[src/rtl/alu_pkg.sv]
// Opcode and handshake-FSM encodings shared by seq_alu and the test environment.
package alu_pkg;

    localparam logic [3:0] ALU_ADD   = 4'b0000;
    localparam logic [3:0] ALU_SUB   = 4'b0001;
    localparam logic [3:0] ALU_OR    = 4'b0010;
    localparam logic [3:0] ALU_SLT   = 4'b0011;
    localparam logic [3:0] ALU_ADDI  = 4'b0100;
    localparam logic [3:0] ALU_AND   = 4'b0101;
    localparam logic [3:0] ALU_XOR   = 4'b0110;
    localparam logic [3:0] ALU_SLTU  = 4'b0111;
    localparam logic [3:0] ALU_MULT  = 4'b1000;
    localparam logic [3:0] ALU_MULTU = 4'b1001;
    localparam logic [3:0] ALU_DIV   = 4'b1010;
    localparam logic [3:0] ALU_DIVU  = 4'b1011;

    typedef enum logic [1:0] {
        ST_IDLE = 2'd0,
        ST_ITER = 2'd1,
        ST_FIX  = 2'd2
    } state_t;

endpackage

[src/rtl/mdu_iter.sv]
// Unsigned iterative multiply (shift-add) / restoring divide on a {acc, q} register pair.
// The first step is taken on the load edge, so WIDTH steps finish WIDTH-1 cycles later.
module mdu_iter #(
    parameter int WIDTH = 32
) (
    input  logic             clk,
    input  logic             i_load,
    input  logic             i_step,
    input  logic             i_div,
    input  logic [WIDTH-1:0] i_a,
    input  logic [WIDTH-1:0] i_b,
    output logic [WIDTH-1:0] o_acc,
    output logic [WIDTH-1:0] o_q,
    output logic             o_last
);

    localparam int CW = $clog2(WIDTH) + 1;

    logic [WIDTH-1:0] r_acc, r_q, r_b;
    logic             r_div;
    logic [CW-1:0]    r_cnt;

    logic [WIDTH-1:0] w_src_acc, w_src_q, w_src_b;
    logic             w_src_div;
    logic [WIDTH:0]   w_sum;
    logic [WIDTH:0]   w_shift;
    logic [WIDTH-1:0] w_diff;
    logic             w_ge;
    logic [WIDTH-1:0] w_nxt_acc, w_nxt_q;

    // NOTE: every signal gets a default at the top of an always_comb so no path can infer a latch.
    always_comb begin
        w_src_acc = r_acc;
        w_src_q   = r_q;
        w_src_b   = r_b;
        w_src_div = r_div;
        if (i_load) begin
            w_src_acc = '0;
            w_src_q   = i_a;
            w_src_b   = i_b;
            w_src_div = i_div;
        end

        w_sum   = {1'b0, w_src_acc} + (w_src_q[0] ? {1'b0, w_src_b} : '0);
        w_shift = {w_src_acc, w_src_q[WIDTH-1]};
        w_ge    = (w_shift >= {1'b0, w_src_b});
        w_diff  = w_shift[WIDTH-1:0] - w_src_b;

        if (w_src_div) begin
            w_nxt_acc = w_ge ? w_diff : w_shift[WIDTH-1:0];
            w_nxt_q   = {w_src_q[WIDTH-2:0], w_ge};
        end else begin
            w_nxt_acc = w_sum[WIDTH:1];
            w_nxt_q   = {w_sum[0], w_src_q[WIDTH-1:1]};
        end
    end

    // NOTE: pure datapath with no reset; the owning FSM only reads it after a load.
    always_ff @(posedge clk) begin
        // NOTE: sequential state is always written with <= so every flop samples pre-edge values.
        if (i_load || i_step) begin
            r_acc <= w_nxt_acc;
            r_q   <= w_nxt_q;
            r_cnt <= i_load ? CW'(1) : r_cnt + CW'(1);
        end
        if (i_load) begin
            r_b   <= i_b;
            r_div <= i_div;
        end
    end

    assign o_acc  = r_acc;
    assign o_q    = r_q;
    assign o_last = (r_cnt == CW'(WIDTH - 1));

endmodule

[src/rtl/seq_alu.sv]
// Multi-cycle EX-stage ALU: registered single-cycle ops plus iterative MULT/DIV into HI/LO,
// with a start/busy/done handshake.
module seq_alu
    import alu_pkg::*;
#(
    parameter int WIDTH   = 32,
    parameter bit OVF_ADD = 1'b0
) (
    input  logic             clk,
    input  logic             rst_n,
    input  logic             start,
    input  logic [3:0]       aluctr,
    input  logic [WIDTH-1:0] A,
    input  logic [WIDTH-1:0] B,
    output logic             busy,
    output logic             done,
    output logic [WIDTH-1:0] out,
    output logic [WIDTH-1:0] hi,
    output logic [WIDTH-1:0] lo,
    output logic             zero,
    output logic             overflow,
    output logic             div0
);

    state_t r_state, w_next;

    logic             w_accept, w_is_mdu, w_is_div, w_is_smd, w_undef, w_b_zero;
    logic [WIDTH:0]   w_add;
    logic [WIDTH-1:0] w_alu_out;
    logic             w_alu_ovf;
    logic [WIDTH-1:0] w_mag_a, w_mag_b, w_acc, w_q, w_quo, w_rem;
    logic [2*WIDTH-1:0] w_prod, w_prod_fix;
    logic             w_mdu_last;

    logic             r_done, r_zero, r_ovf, r_div0;
    logic [WIDTH-1:0] r_out, r_hi, r_lo, r_a;
    logic             r_is_div, r_neg_q, r_neg_r, r_dz;

    assign w_accept = start && (r_state == ST_IDLE);
    assign w_is_mdu = (aluctr[3:2] == 2'b10);
    assign w_undef  = (aluctr[3:2] == 2'b11);
    assign w_is_div = aluctr[1];
    assign w_is_smd = !aluctr[0];
    assign w_b_zero = (B == '0);

    assign w_add   = {A[WIDTH-1], A} + {B[WIDTH-1], B};
    assign w_mag_a = (w_is_smd && A[WIDTH-1]) ? -A : A;
    assign w_mag_b = (w_is_smd && B[WIDTH-1]) ? -B : B;

    always_comb begin
        w_alu_out = '0;
        w_alu_ovf = 1'b0;
        case (aluctr)
            ALU_ADD: begin
                w_alu_out = w_add[WIDTH-1:0];
                w_alu_ovf = OVF_ADD && (w_add[WIDTH] != w_add[WIDTH-1]);
            end
            ALU_ADDI: begin
                w_alu_out = w_add[WIDTH-1:0];
                w_alu_ovf = (w_add[WIDTH] != w_add[WIDTH-1]);
            end
            ALU_SUB:  w_alu_out = A - B;
            ALU_OR:   w_alu_out = A | B;
            ALU_AND:  w_alu_out = A & B;
            ALU_XOR:  w_alu_out = A ^ B;
            ALU_SLT:  w_alu_out = {{(WIDTH-1){1'b0}}, $signed(A) < $signed(B)};
            ALU_SLTU: w_alu_out = {{(WIDTH-1){1'b0}}, A < B};
            default:  w_alu_out = '0;
        endcase
    end

    mdu_iter #(.WIDTH(WIDTH)) u_mdu (
        .clk    (clk),
        .i_load (w_accept && w_is_mdu),
        .i_step (r_state == ST_ITER),
        .i_div  (w_is_div),
        .i_a    (w_mag_a),
        .i_b    (w_mag_b),
        .o_acc  (w_acc),
        .o_q    (w_q),
        .o_last (w_mdu_last)
    );

    // Sign post-fix on magnitude results: product/quotient negate when signs differ,
    // remainder follows the dividend.
    assign w_prod     = {w_acc, w_q};
    assign w_prod_fix = r_neg_q ? -w_prod : w_prod;
    assign w_quo      = r_neg_q ? -w_q : w_q;
    assign w_rem      = r_neg_r ? -w_acc : w_acc;

    always_comb begin
        w_next = r_state;
        case (r_state)
            ST_IDLE: if (w_accept && w_is_mdu) w_next = (w_is_div && w_b_zero) ? ST_FIX : ST_ITER;
            ST_ITER: if (w_mdu_last) w_next = ST_FIX;
            ST_FIX:  w_next = ST_IDLE;
            default: w_next = ST_IDLE;
        endcase
    end

    always_ff @(posedge clk) begin
        if (!rst_n) r_state <= ST_IDLE;
        else        r_state <= w_next;
    end

    always_ff @(posedge clk) begin
        if (w_accept && w_is_mdu) begin
            r_a      <= A;
            r_is_div <= w_is_div;
            r_neg_q  <= w_is_smd && (A[WIDTH-1] ^ B[WIDTH-1]);
            r_neg_r  <= w_is_smd && A[WIDTH-1];
            r_dz     <= w_is_div && w_b_zero;
        end
    end

    always_ff @(posedge clk) begin
        if (!rst_n) begin
            r_done <= 1'b0;
            r_out  <= '0;
            r_hi   <= '0;
            r_lo   <= '0;
            r_zero <= 1'b0;
            r_ovf  <= 1'b0;
            r_div0 <= 1'b0;
        end else begin
            r_done <= 1'b0;
            if (w_accept) begin
                r_div0 <= 1'b0;
                if (!w_is_mdu) begin
                    r_out  <= w_alu_out;
                    r_zero <= !w_undef && (A == B);
                    r_ovf  <= w_alu_ovf;
                    r_done <= 1'b1;
                end
            end
            if (r_state == ST_FIX) begin
                r_done <= 1'b1;
                if (r_dz) begin
                    r_hi   <= r_a;
                    r_lo   <= '1;
                    r_div0 <= 1'b1;
                end else if (r_is_div) begin
                    r_hi <= w_rem;
                    r_lo <= w_quo;
                end else begin
                    {r_hi, r_lo} <= w_prod_fix;
                end
            end
        end
    end

    assign busy     = (r_state != ST_IDLE);
    assign done     = r_done;
    assign out      = r_out;
    assign hi       = r_hi;
    assign lo       = r_lo;
    assign zero     = r_zero;
    assign overflow = r_ovf;
    assign div0     = r_div0;

endmodule
[config.mk]
export PLATFORM = sky130hd
export DESIGN_NAME = seq_alu
export DESIGN_NICKNAME = d
export VERILOG_FILES = /design/src/rtl/alu_pkg.sv /design/src/rtl/mdu_iter.sv /design/src/rtl/seq_alu.sv
export SDC_FILE = /design/constraint.sdc
export NUM_CORES = 1
export LEC_CHECK = 0
export CAP_MARGIN = 40
export CELL_PAD_IN_SITES_DETAIL_PLACEMENT = 0
export CELL_PAD_IN_SITES_GLOBAL_PLACEMENT = 2
export CORE_ASPECT_RATIO = 0.8
export CORE_MARGIN = 3
export CORE_UTILIZATION = 33
export DETAILED_ROUTE_END_ITERATION = 8
export GPL_TIMING_DRIVEN = 0
export HOLD_SLACK_MARGIN = 0.1
export MAX_ROUTING_LAYER = met4
export PLACE_DENSITY_LB_ADDON = 0.1
export SLEW_MARGIN = 20
export SYNTH_ARGS = -nofsm -noshare
export SYNTH_HDL_FRONTEND = slang
export SYNTH_HIERARCHICAL = 1
export SYNTH_SLANG_ARGS = --single-unit
[constraint.sdc]
create_clock -name clk -period 7.5 [get_ports clk]
set_input_delay 1.5 -clock clk [delete_from_list [all_inputs] [get_ports clk]]
set_output_delay 1.5 -clock clk [all_outputs]
set_load 0.005 [all_outputs]
==> impl_metrics.toml <==
[outcome]
outcome = "finished clean"

[yosys]
synth-async-reset-ratio_pct = 0
syn_avg_cell_area_um2 = 8.02
synthCells = 2771
netlist_area_um2 = 22200
synth_top_cell_by_area = "edfxtp_1"
yosysWarnings = 6
ys_seq_area_share_pct = 26.5
netlist_top_cells_area = "edfxtp_1, dfxtp_1, ha_1, a21oi_1, o21ai_0"
yosysUniqueCellTypes = 102
synth_nets = 3022
yosysTopAreaCellShare_pct = 14.3
synth-edff-count = 106
ys.flop_type = "dfxtp_1"
synth_seq_cells = 241

[min_path]
hold_class = "reg2reg"

[clock_network]
clock_path_buffers = 3
htree_levels = 1
cts_root_buf = "clkbuf_16"
clk_pin_slew_ps = 60
clock-sinks = 241
cts_buffers = 31
clk_latency_ps = 630
cts.hold.buffers_added = 0
cts_tree = "done"

[sta]
worst_pin_slew_ps = 949
rsz0062_at_grt = "no"
max_freq_mhz = 137
slew_headroom_pct = 36.8
final.period_utilization_pct = 97.5
period_needed_ps = 7310
setup_viol = 0
fin_skew_ps = 31.3
hold_viol_final = 0
final_max_slew_viol_count = 0

[finish]
final_common_cell = "a21oi_1"
ff_latch_area_um2 = 5890
fillers = 6921
fin_cells = 3884
mostFrequentLayoutCells = "a21oi_1, nor2_1, o21ai_0, ha_1, nand2_1"
multiInputGateArea_um2 = 15100
syn2layout_area_growth_pct = 18.7
fin_area_um2 = 26400
nNetsFinal = 3245
drive_above_1_share_pct = 5.56

[worst_setup_path]
slowest_delay_ps = 640
endpoint_kind = "register"
arrival_ps = 7610
worstPathMaxFanout = 7
cp_top_family = "compound AO/OA/AOI/OAI gates"
crit_path_start_kind = "input pin"
critPathBufInv = 4
cpMaxStageDelayCell = "or4_1"
critPathKind = "in2reg"
path_cells = "clkdlybuf4s50_1 > inv_1 > ha_1 > nand4_1 > or4_1 > clkbuf_1 > o31ai_1 > xnor2_1 > mux2i_1 > nor2_1 > ha_1 > clkbuf_1 > a21oi_1 > o21ai_0 > nor3_1 > o2111ai_1 > a31oi_1 > xor2_1 > o221ai_1"
crit_required_ps = 7800

[route]
vias_per_cell = 6.00
route.detailed.drc = 0
wl_per_cell_um = 28.2
final_antenna_net_count = 0
dr.pass1.iters = 7
drtIter0Drc = 2477
finalWirelength_um = 110000
via_count = 23300

[floorplan]
core_area_um2 = 66200
die_h_um = 238
io_pins = 172
die_area_um2 = 70500
rows = 84
start_util_pct = 33.5
die_x_um = 296

[global_route]
antenna_found_initial = 6
grt_max_degree = 37
groute.usage.overall_pct = 31.0
grt-ovfl-total = 0
grt_pass1_wl_um = 156000
grt_pass1_vias = 22100

[placed_design]
place_area_um2 = 25300
dp_hpwl_um = 89100
placed_cells = 3820
gp_congestion = 0.970
port_buffers = 170

[job]
drv_cap = 0

[pwr]
p_leak_nw = 10.2
ir_worst_vdd_mv = 0.195
power_density_nw_per_um2 = 229
per-layer routing:
layer,share of wire (%),global-route usage [%]
met3,8.1,5.48
met2,41,44.0
met5,0,-
met4,2.4,6.45
met1,48,45.7
what timing repair did:
item,4_1_cts,5_1_grt
resized for setup,4,2
setup buffers,0,0
setup endpoints to repair,5,10
stage by stage:
| stage | total power, mW | util [%] | hold WS, ps | worst slack, ps | setup TNS (ps) |
|---|---|---|---|---|---|
| 3_5_place_dp | 4.39 | 38.2 | 449 | -864 | -16290 |
| 6_report | 6.04 | 39.8 | 457 | 187 | 0 |
| 2_1_floorplan | 3.49 | - | 448 | 92.2 | 0 |
| 4_1_cts | 6.00 | 39.7 | 460 | 76.0 | 0 |
| 3_3_place_gp | 4.37 | 37.7 | 440 | -2990 | -192440 |
| 5_1_grt | 6.37 | 39.8 | 479 | 4.64 | 0 |
path summary, 6_finish.rpt:
check	from	to	slack, ps	cells past startpoint
setup / recovery	B[1]	u_mdu/o_acc[26]	190	19
hold / removal	out[17]	out[17]	460	2
setup reg to reg	r_state[0]	u_mdu/o_acc[30]	1150	17
hold reg to reg	out[17]	out[17]	460	2
cells in the mapped netlist (15+ instances only):
cell	count
a211oi_1	50
a21o_1	56
a21oi_1	261
a221oi_1	18
a22oi_1	22
a31oi_1	32
and3_1	16
buf_2	15
clkbuf_1	125
dfxtp_1	135
edfxtp_1	106
ha_1	176
inv_1	151
mux2i_1	97
nand2_1	175
nand2b_1	24
nand3_1	79
nand4_1	30
nor2_1	240
nor2b_1	94
nor3_1	68
nor4_1	29
o211ai_1	26
o21a_1	18
o21ai_0	200
o21bai_1	19
o221ai_1	17
o31ai_1	30
o41ai_1	21
or3_1	32
xnor2_1	113
xor2_1	56
kinds of logic after synthesis:
| logic type | count (synthesis) | synth area share (%) |
|---|---|---|
| buf+inv | 311 | 5.55 |
| simple gates | 867 | 19.6 |
| mux | 100 | 4.53 |
| xor+xnor | 169 | 6.66 |
| fa+ha+maj | 180 | 10.3 |
| flops | 241 | 26.5 |
| compound gates | 903 | 26.9 |
state kept, by name, indices dropped and copies added, names as in the netlist, 2 cells and up:
signal       count
u_mdu/o_acc     32
out             32
u_mdu/r_cnt      6
hi              32
r_a             32
r_state          2
u_mdu/r_b       32
u_mdu/o_q       32
lo              32
power by group:
part / total [mW] / switching [mW] / internal (mW)
clock: 1.59 / 0.669 / 0.922
combinational: 2.75 / 1.75 / 1.01
sequential: 1.70 / 0.159 / 1.54
worst register-to-register path: stages (launching register included):
cell       delay (ps)
dfxtp_1           340
nor2_1            360
nand2_1           300
nor2_4            350
buf_16            220
buf_16            210
mux2i_1           670
clkbuf_1          520
nor2_1            130
ha_1              400
o211ai_1          120
o21bai_1          540
o211ai_1          300
o2111ai_1         740
nand3_1           240
a31oi_1           350
xnor2_1           160
a22oi_1           100
final cells by class:
cell class / instances / area share (%)
repair buffers: 192 / 7.55
plain buffers: 156 / 2.48
flip-flops and latches: 241 / 22.3
well taps: 860 / 4.08
diodes: 5 / 0.0475
inverters: 153 / 2.18
clock inverters: 20 / 0.868
clock buffers: 38 / 3.12
multi-input cells: 2219 / 57.3
(Power assumes the default switching activity.)
